===== src/rtl/symbol_packer_pkg.sv =====
`default_nettype none
// ============================================================================
// Module : symbol_packer_pkg
// Brief  : Shared widths, the pad-width helper and the FSM state type for the
//          5-bit to 8-bit symbol packer.
// Rev    : 1.0  initial release
// ============================================================================
package symbol_packer_pkg;

    localparam int SYM_W_DEF          = 5;
    localparam int OUT_W_DEF          = 8;
    localparam int SYMS_PER_FRAME_DEF = 6;

    // Ones appended after the last symbol so that a frame ends on a byte boundary.
    function automatic int calc_pad_w(input int sym_w, input int out_w, input int syms);
        return out_w - ((syms * sym_w) % out_w);
    endfunction

    localparam int PAD_W_DEF = calc_pad_w(SYM_W_DEF, OUT_W_DEF, SYMS_PER_FRAME_DEF);

    localparam logic [31:0] PAD_VALUE = '1;

    typedef enum logic [0:0] {
        ST_ACCUM = 1'b0,
        ST_PAD   = 1'b1
    } state_e;

endpackage
`default_nettype wire


===== src/rtl/symbol_packer_if.sv =====
`default_nettype none
// ============================================================================
// Module : symbol_packer_if
// Brief  : Symbol-in / byte-out handshake bundle for the symbol packer.
// Rev    : 1.0  initial release
// ============================================================================
interface symbol_packer_if
    import symbol_packer_pkg::*;
#(
    parameter int SYM_W = SYM_W_DEF,
    parameter int OUT_W = OUT_W_DEF
);

    logic [SYM_W-1:0] in_data;
    logic             in_valid;
    logic             in_ready;
    logic [OUT_W-1:0] out_data;
    logic             out_valid;
    logic             out_ready;
    logic             out_last;

    // Environment side: symbol source and byte sink.
    modport master (
        output in_data,
        output in_valid,
        input  in_ready,
        input  out_data,
        input  out_valid,
        output out_ready,
        input  out_last
    );

    modport slave (
        input  in_data,
        input  in_valid,
        output in_ready,
        output out_data,
        output out_valid,
        input  out_ready,
        output out_last
    );

endinterface
`default_nettype wire


===== src/rtl/symbol_packer_shift_buf.sv =====
`default_nettype none
// ============================================================================
// Module : pack_shift_buf
// Brief  : MSB-aligned 2*OUT_W bit buffer with occupancy count, write at the
//          fill offset and a byte pop that shifts left.
// Rev    : 1.0  initial release
// ============================================================================
module pack_shift_buf
    import symbol_packer_pkg::*;
#(
    parameter int SYM_W = SYM_W_DEF,
    parameter int OUT_W = OUT_W_DEF,
    parameter int PAD_W = PAD_W_DEF
) (
    input  wire logic             clk,
    input  wire logic             reset,
    input  wire logic             pop,
    input  wire logic             wr_en,
    input  wire logic             wr_pad,
    input  wire logic [SYM_W-1:0] wr_data,
    output logic      [OUT_W-1:0] head,
    output logic                  byte_valid,
    output logic                  sym_room,
    output logic                  pad_room
);

    localparam int BUF_W = 2 * OUT_W;
    localparam int CNT_W = $clog2(BUF_W + 1);

    localparam logic [CNT_W-1:0] C_OUT_W    = CNT_W'(OUT_W);
    localparam logic [CNT_W-1:0] C_SYM_W    = CNT_W'(SYM_W);
    localparam logic [CNT_W-1:0] C_PAD_W    = CNT_W'(PAD_W);
    localparam logic [CNT_W-1:0] C_SYM_ROOM = CNT_W'(BUF_W - SYM_W);
    localparam logic [CNT_W-1:0] C_PAD_ROOM = CNT_W'(BUF_W - PAD_W);
    localparam logic [BUF_W-1:0] C_PAD_VEC  = {PAD_VALUE[PAD_W-1:0], {(BUF_W-PAD_W){1'b0}}};

    logic [BUF_W-1:0] shreg_q;
    logic [BUF_W-1:0] shreg_d;
    logic [CNT_W-1:0] cnt_q;
    logic [CNT_W-1:0] cnt_d;
    logic [BUF_W-1:0] w_shreg_popped;
    logic [CNT_W-1:0] w_cnt_popped;
    logic [BUF_W-1:0] w_wr_vec;

    // Bits below the fill level are always zero, so a write is a plain OR.
    always_comb begin
        w_shreg_popped = shreg_q;
        w_cnt_popped   = cnt_q;
        if (pop) begin
            w_shreg_popped = shreg_q << OUT_W;
            w_cnt_popped   = cnt_q - C_OUT_W;
        end

        w_wr_vec = wr_pad ? C_PAD_VEC : {wr_data, {(BUF_W-SYM_W){1'b0}}};

        shreg_d = w_shreg_popped;
        cnt_d   = w_cnt_popped;
        if (wr_en) begin
            shreg_d = w_shreg_popped | (w_wr_vec >> w_cnt_popped);
            cnt_d   = w_cnt_popped + (wr_pad ? C_PAD_W : C_SYM_W);
        end
    end

    always_ff @(posedge clk) begin
        if (reset) begin
            shreg_q <= '0;
            cnt_q   <= '0;
        end else begin
            shreg_q <= shreg_d;
            cnt_q   <= cnt_d;
        end
    end

    assign head       = shreg_q[BUF_W-1 -: OUT_W];
    assign byte_valid = (cnt_q >= C_OUT_W);
    assign sym_room   = (cnt_q <= C_SYM_ROOM);
    assign pad_room   = (w_cnt_popped <= C_PAD_ROOM);

endmodule
`default_nettype wire


===== src/rtl/symbol_packer.sv =====
`default_nettype none
// ============================================================================
// Module : symbol_packer
// Brief  : Packs SYM_W-bit symbols MSB-first into OUT_W-bit bytes, closing
//          each frame with ones. SYMBOL_PACKER_STATS_EN adds frame_cnt.
// Rev    : 1.0  initial release
// ============================================================================
module symbol_packer
    import symbol_packer_pkg::*;
#(
    parameter int SYM_W          = SYM_W_DEF,
    parameter int OUT_W          = OUT_W_DEF,
    parameter int SYMS_PER_FRAME = SYMS_PER_FRAME_DEF
) (
    input  wire logic         clk,
    input  wire logic         reset,
    symbol_packer_if.slave    bus
`ifdef SYMBOL_PACKER_STATS_EN
    ,
    output logic [15:0]       frame_cnt
`endif
);

    localparam int PAD_W = calc_pad_w(SYM_W, OUT_W, SYMS_PER_FRAME);
    localparam int IDX_W = (SYMS_PER_FRAME > 1) ? $clog2(SYMS_PER_FRAME) : 1;
    localparam logic [IDX_W-1:0] C_LAST_SYM = IDX_W'(SYMS_PER_FRAME - 1);

    state_e           state_q;
    state_e           state_d;
    logic [IDX_W-1:0] sym_idx_q;
    logic [IDX_W-1:0] sym_idx_d;
    logic [1:0]       byte_idx_q;
    logic [1:0]       byte_idx_d;

    logic             w_in_ready;
    logic             w_wr_en;
    logic             w_wr_pad;
    logic             w_pop;
    logic             w_last;
    logic [OUT_W-1:0] w_head;
    logic             w_byte_valid;
    logic             w_sym_room;
    logic             w_pad_room;

    pack_shift_buf #(
        .SYM_W (SYM_W),
        .OUT_W (OUT_W),
        .PAD_W (PAD_W)
    ) u_buf (
        .clk        (clk),
        .reset      (reset),
        .pop        (w_pop),
        .wr_en      (w_wr_en),
        .wr_pad     (w_wr_pad),
        .wr_data    (bus.in_data),
        .head       (w_head),
        .byte_valid (w_byte_valid),
        .sym_room   (w_sym_room),
        .pad_room   (w_pad_room)
    );

    assign w_pop  = w_byte_valid && bus.out_ready;
    assign w_last = (byte_idx_q == 2'd3);

    always_comb begin
        state_d    = state_q;
        sym_idx_d  = sym_idx_q;
        byte_idx_d = byte_idx_q;
        w_in_ready = 1'b0;
        w_wr_en    = 1'b0;
        w_wr_pad   = 1'b0;

        case (state_q)
            ST_ACCUM: begin
                w_in_ready = w_sym_room;
                if (bus.in_valid && w_sym_room) begin
                    w_wr_en = 1'b1;
                    if (sym_idx_q == C_LAST_SYM) begin
                        sym_idx_d = '0;
                        state_d   = ST_PAD;
                    end else begin
                        sym_idx_d = sym_idx_q + 1'b1;
                    end
                end
            end
            ST_PAD: begin
                // Room is judged after this cycle's pop, so a draining sink never costs a cycle.
                if (w_pad_room) begin
                    w_wr_en  = 1'b1;
                    w_wr_pad = 1'b1;
                    state_d  = ST_ACCUM;
                end
            end
            default: state_d = ST_ACCUM;
        endcase

        if (w_pop) begin
            byte_idx_d = byte_idx_q + 2'd1;
        end
    end

    always_ff @(posedge clk) begin
        if (reset) begin
            state_q    <= ST_ACCUM;
            sym_idx_q  <= '0;
            byte_idx_q <= '0;
        end else begin
            state_q    <= state_d;
            sym_idx_q  <= sym_idx_d;
            byte_idx_q <= byte_idx_d;
        end
    end

    assign bus.in_ready  = w_in_ready;
    assign bus.out_data  = w_head;
    assign bus.out_valid = w_byte_valid;
    assign bus.out_last  = w_last;

`ifdef SYMBOL_PACKER_STATS_EN
    logic [15:0] frame_cnt_q;

    always_ff @(posedge clk) begin
        if (reset) begin
            frame_cnt_q <= '0;
        end else if (w_pop && w_last) begin
            frame_cnt_q <= frame_cnt_q + 16'd1;
        end
    end

    assign frame_cnt = frame_cnt_q;
`endif

endmodule
`default_nettype wire


===== src/flat_wrapper.sv =====
// flat-port wrapper written by rule: the top's interface ports become plain ports
module symbol_packer_flat import symbol_packer_pkg::*;
#(
    parameter int SYM_W          = SYM_W_DEF,
    parameter int OUT_W          = OUT_W_DEF,
    parameter int SYMS_PER_FRAME = SYMS_PER_FRAME_DEF
)
  (clk, reset, bus_in_data, bus_in_valid, bus_in_ready, bus_out_data, bus_out_valid, bus_out_ready, bus_out_last);
  symbol_packer_if #(.SYM_W(SYM_W), .OUT_W(OUT_W)) bus_i ();
  input  wire logic clk;
  input  wire logic reset;
  input wire logic [$bits(bus_i.in_data)-1:0] bus_in_data;
  input wire logic [$bits(bus_i.in_valid)-1:0] bus_in_valid;
  output wire logic [$bits(bus_i.in_ready)-1:0] bus_in_ready;
  output wire logic [$bits(bus_i.out_data)-1:0] bus_out_data;
  output wire logic [$bits(bus_i.out_valid)-1:0] bus_out_valid;
  input wire logic [$bits(bus_i.out_ready)-1:0] bus_out_ready;
  output wire logic [$bits(bus_i.out_last)-1:0] bus_out_last;
  assign bus_i.in_data = bus_in_data;
  assign bus_i.in_valid = bus_in_valid;
  assign bus_in_ready = bus_i.in_ready;
  assign bus_out_data = bus_i.out_data;
  assign bus_out_valid = bus_i.out_valid;
  assign bus_i.out_ready = bus_out_ready;
  assign bus_out_last = bus_i.out_last;
  symbol_packer #(.SYM_W(SYM_W), .OUT_W(OUT_W), .SYMS_PER_FRAME(SYMS_PER_FRAME)) u_core (.clk(clk), .reset(reset), .bus(bus_i));
endmodule

===== config.mk =====
export PLATFORM = sky130hd
export DESIGN_NAME = symbol_packer_flat
export DESIGN_NICKNAME = d
export VERILOG_FILES = /design/src/rtl/symbol_packer_pkg.sv /design/src/rtl/symbol_packer_if.sv /design/src/rtl/symbol_packer_shift_buf.sv /design/src/rtl/symbol_packer.sv /design/src/flat_wrapper.sv
export SDC_FILE = /design/constraint.sdc
export NUM_CORES = 1
export LEC_CHECK = 0
export ABC_AREA = 1
export CAP_MARGIN = 20
export CELL_PAD_IN_SITES_DETAIL_PLACEMENT = 0
export CELL_PAD_IN_SITES_GLOBAL_PLACEMENT = 1
export CORE_MARGIN = 2
export CORE_UTILIZATION = 40
export CTS_CLUSTER_SIZE = 16
export DETAILED_ROUTE_END_ITERATION = 6
export GPL_ROUTABILITY_DRIVEN = 0
export MAX_ROUTING_LAYER = met4
export PLACE_DENSITY_LB_ADDON = 0.15
export SLEW_MARGIN = 20
export SYNTH_ARGS = -nofsm -noshare
export SYNTH_HDL_FRONTEND = slang
export SYNTH_HIERARCHICAL = 1
export SYNTH_SLANG_ARGS = --single-unit

===== constraint.sdc =====
create_clock -name clk -period 3.3 [get_ports clk]
set_clock_uncertainty 0.05 [all_clocks]
set_input_delay 0.66 -clock clk [delete_from_list [all_inputs] [get_ports clk]]
set_output_delay 0.66 -clock clk [all_outputs]
set_load 0.005 [all_outputs]

* Word level (Yosys, flattened, before mapping)
Index checks and enable logic that the tools add are counted.
** Storage, ports and cells
- Input port bits :: 9
- Output and inout port bits :: 11
- Register bits :: 27
** Operators by class
- Add/subtract/negate cells :: 4
- Mux-type cells :: 16
- Shift operators :: 1
- Eq/ne operators :: 2
- Reductions and logical operators :: 3
- Bitwise logic cells :: 2
- Order comparisons :: 3
** Operators with widths (count)
- two-way mux 16 bit :: 3
- bitwise OR 16 bit :: 1
- >> shifter 16 x 5 -> 16 bit :: 1
- <= comparator 5 x 4 -> 1 bit, second input constant :: 2
- two-way mux 5 bit :: 2
- two-way mux 1 bit :: 7
- two-way mux 3 bit :: 2
- adder 5 x 3 -> 5 bit :: 1
- greater-or-equal comparator 5 x 4 -> 1 bit, second input constant :: 1
- subtractor 5 x 4 -> 5 bit, second input constant :: 1
- one-hot mux 1 bit (2 select lines) :: 2
- adder 3 x 1 -> 3 bit, second input constant :: 1
- equality test 3 bit, second input constant :: 1
- adder 2 x 1 -> 2 bit, second input constant :: 1
- equality test 2 bit, second input constant :: 1
- logical AND 1 bit :: 2
- AND reduction 2 bit :: 1
- inverter 1 bit :: 1

* Longest topological paths before layout
- Depth in word-level cells :: 10
- Gate-level depth with buffers :: 21

* Modules after synthesis
The synthesis kept the hierarchy.
** Modules (own cells, without submodules)
- pack_shift_buf :: instances 1, area an instance 1390.1 um^2, cells each 202, sequential area each 420.4 um^2
- symbol_packer :: instances 1, area an instance 304.0 um^2, cells each 43, sequential area each 120.1 um^2

* Worst setup path after synthesis
OpenSTA, ideal clock, no wires.
- Path kind :: reg2reg
- From :: reg u_core.u_buf.cnt_q[3]
- To :: reg u_core.u_buf.cnt_q[4]
- Data arrival time :: 2889 ps
- Period minus slack after synthesis :: 3008 ps
- Required time :: 3180 ps
- Path slack :: 292 ps
- Stages on the path, launching flop included :: 21
- Cells stage by stage :: dfxtp_1 > inv_1 > ha_1 > inv_1 > nand2_1 > inv_1 > buf_6 > nand2_4 > nand2_4 > inv_4 > a21oi_1 > nand2_1 > inv_1 > inv_1 > ha_1 > fa_1 > nand2_1 > inv_1 > o211ai_1 > o21ai_0 > a21oi_1
** On the way
- Cells in the longest elaborated chain, start to end :: 9
- Elaborated cells on any way between the ends :: 14
- Those cells by class :: add/sub: 2; order compare: 3; mux: 7; reduce/logical: 2
** Ends and longest elaborated chain
- from (decl) :: line symbol_packer_shift_buf.sv:39 : logic [CNT_W-1:0] cnt_q;
- from (signal assigned) :: line symbol_packer_shift_buf.sv:70 : cnt_q <= cnt_d;
- greater-or-equal comparator 5 x 4 -> 1 bit :: line symbol_packer_shift_buf.sv:75 : assign byte_valid = (cnt_q >= C_OUT_W);
- via bus_out_valid :: line flat_wrapper.sv:16 : output wire logic [$bits(bus_i.out_valid)-1:0] bus_out_valid;
- logical AND 1 bit :: line symbol_packer.sv:62 : assign w_pop = w_byte_valid && bus.out_ready;
- via u_core.w_pop :: line symbol_packer.sv:38 : logic w_pop;
- two-way mux 5 bit :: line symbol_packer_shift_buf.sv:49 : if (pop) begin
- <= comparator 5 x 4 -> 1 bit :: line symbol_packer_shift_buf.sv:77 : assign pad_room = (w_cnt_popped <= C_PAD_ROOM);
- via u_core.w_pad_room :: line symbol_packer.sv:43 : logic w_pad_room;
- two-way mux 1 bit :: line symbol_packer.sv:88 : if (w_pad_room) begin
- two-way mux 1 bit :: line symbol_packer.sv:73 : case (state_q)
- via u_core.w_wr_pad :: line symbol_packer.sv:37 : logic w_wr_pad;
- two-way mux 3 bit :: line symbol_packer_shift_buf.sv:60 : cnt_d = w_cnt_popped + (wr_pad ? C_PAD_W : C_SYM_W);
- adder 5 x 3 -> 5 bit :: line symbol_packer_shift_buf.sv:60
- two-way mux 5 bit :: line symbol_packer_shift_buf.sv:58 : if (wr_en) begin
The timed path passes the listed nets, and every way through them passes these cells.
A chain may end at the register's enable or synchronous reset.

* Worst setup path in the final report
- From :: in bus_out_ready
- To :: reg u_core.u_buf.cnt_q[4]
** On the way
- Cells in the longest elaborated chain, start to end :: 8
- Elaborated cells on any way between the ends :: 9
- Those cells by class :: add/sub: 1; order compare: 1; mux: 6; reduce/logical: 1
** Ends and longest elaborated chain
- from (decl) :: line flat_wrapper.sv:17 : input wire logic [$bits(bus_i.out_ready)-1:0] bus_out_ready;
- logical AND 1 bit :: line symbol_packer.sv:62
- via u_core.w_pop :: line symbol_packer.sv:38
- two-way mux 5 bit :: line symbol_packer_shift_buf.sv:49
- <= comparator 5 x 4 -> 1 bit :: line symbol_packer_shift_buf.sv:77
- via u_core.w_pad_room :: line symbol_packer.sv:43
- two-way mux 1 bit :: line symbol_packer.sv:88
- two-way mux 1 bit :: line symbol_packer.sv:73
- via u_core.w_wr_pad :: line symbol_packer.sv:37
- two-way mux 3 bit :: line symbol_packer_shift_buf.sv:60
- adder 5 x 3 -> 5 bit :: line symbol_packer_shift_buf.sv:60
- two-way mux 5 bit :: line symbol_packer_shift_buf.sv:58
The timed path passes the listed nets, and every way through them passes these cells.

==> impl_metrics.ini <==
[outcome]
run_status = finished, final reports clean

[power]
standby_leakage_power_nw = 0.8583
power-per-cell-area_nw_per_um2 = 676.4
max-vdd-ir-drop_uv = 307.5
total_chip_power_mw = 1.320

[layout]
drive_gt1_frac = 0.1038
areaGrowthSynthToFinish_pct = 15.21
finished_layout_cells = 310
antennaDiodeCount = 0
num-nets-final = 277
final_cell_area_um2 = 1952
fin_util = 0.4845

[setup_path]
worstSetupStartpoint = bus_out_ready
r2r_cell_count = 19
worstPathArrival_ns = 3.13
crit_path_cells = clkdlybuf4s50_1, nand2_1, inv_1, inv_1, nand2_1, nand2_4, inv_4, a21oi_1, nand2_1, inv_1, inv_1, ha_1, fa_1, nand2_1, inv_1, o211ai_1, o21ai_0, a21oi_1
timing.critical_path.to = u_core/u_buf/cnt_q[4]
worst_setup_path_start_kind = primary input
critical_path_depth = 18
timing.critical_path.required_ns = 3.46
crit_path_end_kind = flop
slowest_delay_ns = 0.41
critPathTopFamily = buffers and inverters
crit-reg2reg-capture = u_core/u_buf/cnt_q[4]
reg2reg_setup_slack_ns = 0.39
critical_path_peak_fanout = 5
critical_path.slowest_cell = sky130_fd_sc_hd__fa_1
timing.rr.start = u_core/u_buf/cnt_q[3]
cp_buf_inv_count = 7
worst-setup-path-type = primary input to flop
critical_path.most_common_cell = sky130_fd_sc_hd__inv_1

[clock_network]
cts_post_setup_buffers_inserted = 0
clock_latency_ns = 0.27
cts_max_level = 1
clock_sinks = 27
cts_inserted_buffers = 3
cts_hold_repair.buffers = 0
root_buffer = sky130_fd_sc_hd__clkbuf_8
clock_tree_from_tritoncts = done
cts.reportedPaths.clkPinSlew_ns = 0.10
cts_repair_resize_count = 0
maximum_number_of_buffers_from_clock_root_to_sink = 2

[floorplan]
start_util = 0.4205
die_h_um = 69.08
io_pins = 20
dieWidth_um = 69.08
design.die.area_um2 = 4772
fp.coreArea_um2 = 4029
rows = 23

[global_route]
grt_first_pass_wirelength_mm = 6.299
global_route.usage.total = 0.1610
first_global_vias = 1332
grt_antenna_before_repair = 0
largest_net_degree_at_the_start_of_global_routing = 21
global_route.overflow_total = 0

[sta]
fin_setup_tns_ns = 0
report.final.hold_viol_count = 0
finalCriticalPeriod_ns = 2.969
post-route-period-util = 0.8997
relSlewSlack = 0.4709
final_max_slew_viol_count = 0
post-route-worst-setup-slack_ns = 0.3309
worst-slew-pin-transition_ns = 0.7912
whs_ns = 0.4221
fmax_mhz = 336.8
setup_viol = 0
setup_repair_after_global_routing_missed_its_margin = false

[synth]
number_of_synthesized_flops_with_an_enable_pin = 0
postSynthNetCount = 261
top_cells_by_instance_count_after_synthesis = sky130_fd_sc_hd__nand2_1 (58), sky130_fd_sc_hd__nand3_1 (30), sky130_fd_sc_hd__nor2_1 (29)
synthDistinctLibCells = 31
post_synth.cell_area_avg_um2 = 6.915
netlist_area_um2 = 1694
post_synthesis_cells = 245
postSynth.topFlopCell = sky130_fd_sc_hd__dfxtp_1
yosys.cell_count.top_type = sky130_fd_sc_hd__nand2_1
postSynthRegisterBits = 27
ys_async_sr_fraction = 0
synth.area.top_cells = sky130_fd_sc_hd__dfxtp_1 (32%), sky130_fd_sc_hd__nand2_1 (13%), sky130_fd_sc_hd__nand3_1 (8.9%), sky130_fd_sc_hd__nor2_1 (6.4%), sky130_fd_sc_hd__a21oi_1 (5.6%)
share_of_synthesized_area_occupied_by_flip_flops_and_latches = 0.3191
netlist.area_leader.share = 0.3191
synth_top_cell_by_area = sky130_fd_sc_hd__dfxtp_1
synthesis.yosys.warnings = 6

[job]
cap_viol_max_count = 0

[drt]
num_vias = 1515
drt_first_iter_violations = 52
final_antenna_net_count = 0
drcViolationCount = 0
drt-vias-per-instance = 4.887
totalWireLength_mm = 3.606
drt-pass1-iter-count = 4
wl_per_cell_um = 11.63

[min_path]
worst_hold_path_type = flop to flop

[place]
place.detailed.instances = 306
portBuffers = 19
place_area_um2 = 1903
dp_worst_setup_slack_ns = 0.06141
dp_hpwl_mm = 2.770
## worst reg2reg max path, cell delays in order, from the launching register on
cell and delay (ns):
sky130_fd_sc_hd__dfxtp_1 0.43, sky130_fd_sc_hd__inv_1 0.10, sky130_fd_sc_hd__ha_1 0.20, sky130_fd_sc_hd__inv_1 0.06
sky130_fd_sc_hd__nand2_1 0.09, sky130_fd_sc_hd__inv_1 0.17, sky130_fd_sc_hd__inv_1 0.10, sky130_fd_sc_hd__nand2_1 0.06
sky130_fd_sc_hd__nand2_1 0.05, sky130_fd_sc_hd__a21oi_1 0.16, sky130_fd_sc_hd__nand2_1 0.09, sky130_fd_sc_hd__inv_1 0.08
sky130_fd_sc_hd__inv_1 0.06, sky130_fd_sc_hd__ha_1 0.22, sky130_fd_sc_hd__fa_1 0.41, sky130_fd_sc_hd__nand2_1 0.09
sky130_fd_sc_hd__inv_1 0.04, sky130_fd_sc_hd__o211ai_1 0.18, sky130_fd_sc_hd__o21ai_0 0.10, sky130_fd_sc_hd__a21oi_1 0.12
## routing by layer
layer,wire (um),up-vias,part of all wire,track usage
met3,163,2,0.045,0.02485
met1,1965,660,0.54,0.2416
met5,0,-,0,-
li1,-,820,-,-
met4,13,0,0.0036,0.02614
met2,1464,33,0.41,0.2318
## cells in the final DEF (no fill, tap or decap), types with 2 or more instances in the layout
cell                              Yosys  routed
sky130_fd_sc_hd__nand2_1             58      58
sky130_fd_sc_hd__o21ai_0             10      10
sky130_fd_sc_hd__dfxtp_1             27      27
sky130_fd_sc_hd__inv_2                3       3
sky130_fd_sc_hd__nand2_4              4       4
sky130_fd_sc_hd__nand3_1             30      30
sky130_fd_sc_hd__nor2_1              29      29
sky130_fd_sc_hd__nand4_1              3       3
sky130_fd_sc_hd__inv_1               17      17
sky130_fd_sc_hd__ha_1                 6       6
sky130_fd_sc_hd__a21oi_1             19      19
sky130_fd_sc_hd__a31oi_1              2       2
sky130_fd_sc_hd__clkbuf_8             0       3
sky130_fd_sc_hd__buf_4                8       8
sky130_fd_sc_hd__mux2i_1              6       6
sky130_fd_sc_hd__nor2_2               2       2
sky130_fd_sc_hd__clkdlybuf4s50_1      0      19
## how the worst min path moves through the flow
stage,start,endpoint,slack [ns],cells past startpoint
after floorplan,u_core/u_buf/shreg_q[0],u_core/u_buf/shreg_q[0],0.40,2
after global placement,u_core/u_buf/shreg_q[2],u_core/u_buf/shreg_q[2],0.41,2
after detailed placement,u_core/u_buf/shreg_q[3],u_core/u_buf/shreg_q[3],0.41,2
after CTS,u_core/u_buf/shreg_q[3],u_core/u_buf/shreg_q[3],0.42,2
final,u_core/u_buf/shreg_q[3],u_core/u_buf/shreg_q[3],0.42,2
after global routing,u_core/u_buf/shreg_q[3],u_core/u_buf/shreg_q[3],0.44,2
## final cells by class
type	count	area, um2
clock buffers	3	41.29
multi-input cells	180	964.7
well taps	50	62.56
fillers	424	2077
repair buffers	27	250.2
inverters	22	85.08
clock inverters	1	7.507
flip-flops and latches	27	540.5
## cells by family after synthesis
logic type      Yosys count  synth area share
fa+ha+maj                 7           0.05613
mux                       6           0.03545
xor+xnor                  2           0.01034
flops                    27            0.3191
compound gates           34            0.1056
buf+inv                  38            0.1115
simple gates            131            0.3619
## power breakdown
| part | total, mW | internal, mW | switching [mW] |
|---|---|---|---|
| clock | 0.193 | 0.0857 | 0.107 |
| sequential | 0.454 | 0.397 | 0.0574 |
| combinational | 0.673 | 0.281 | 0.392 |
## registers in the layout, indices dropped and copies added, names as in the netlist
| register | flops |
|---|---|
| u_core/byte_idx_q | 2 |
| u_core/u_buf/shreg_q | 16 |
| u_core/state_q | 1 |
| u_core/u_buf/cnt_q | 5 |
| u_core/sym_idx_q | 3 |
No activity file was read; power rests on OpenSTA's default activity.
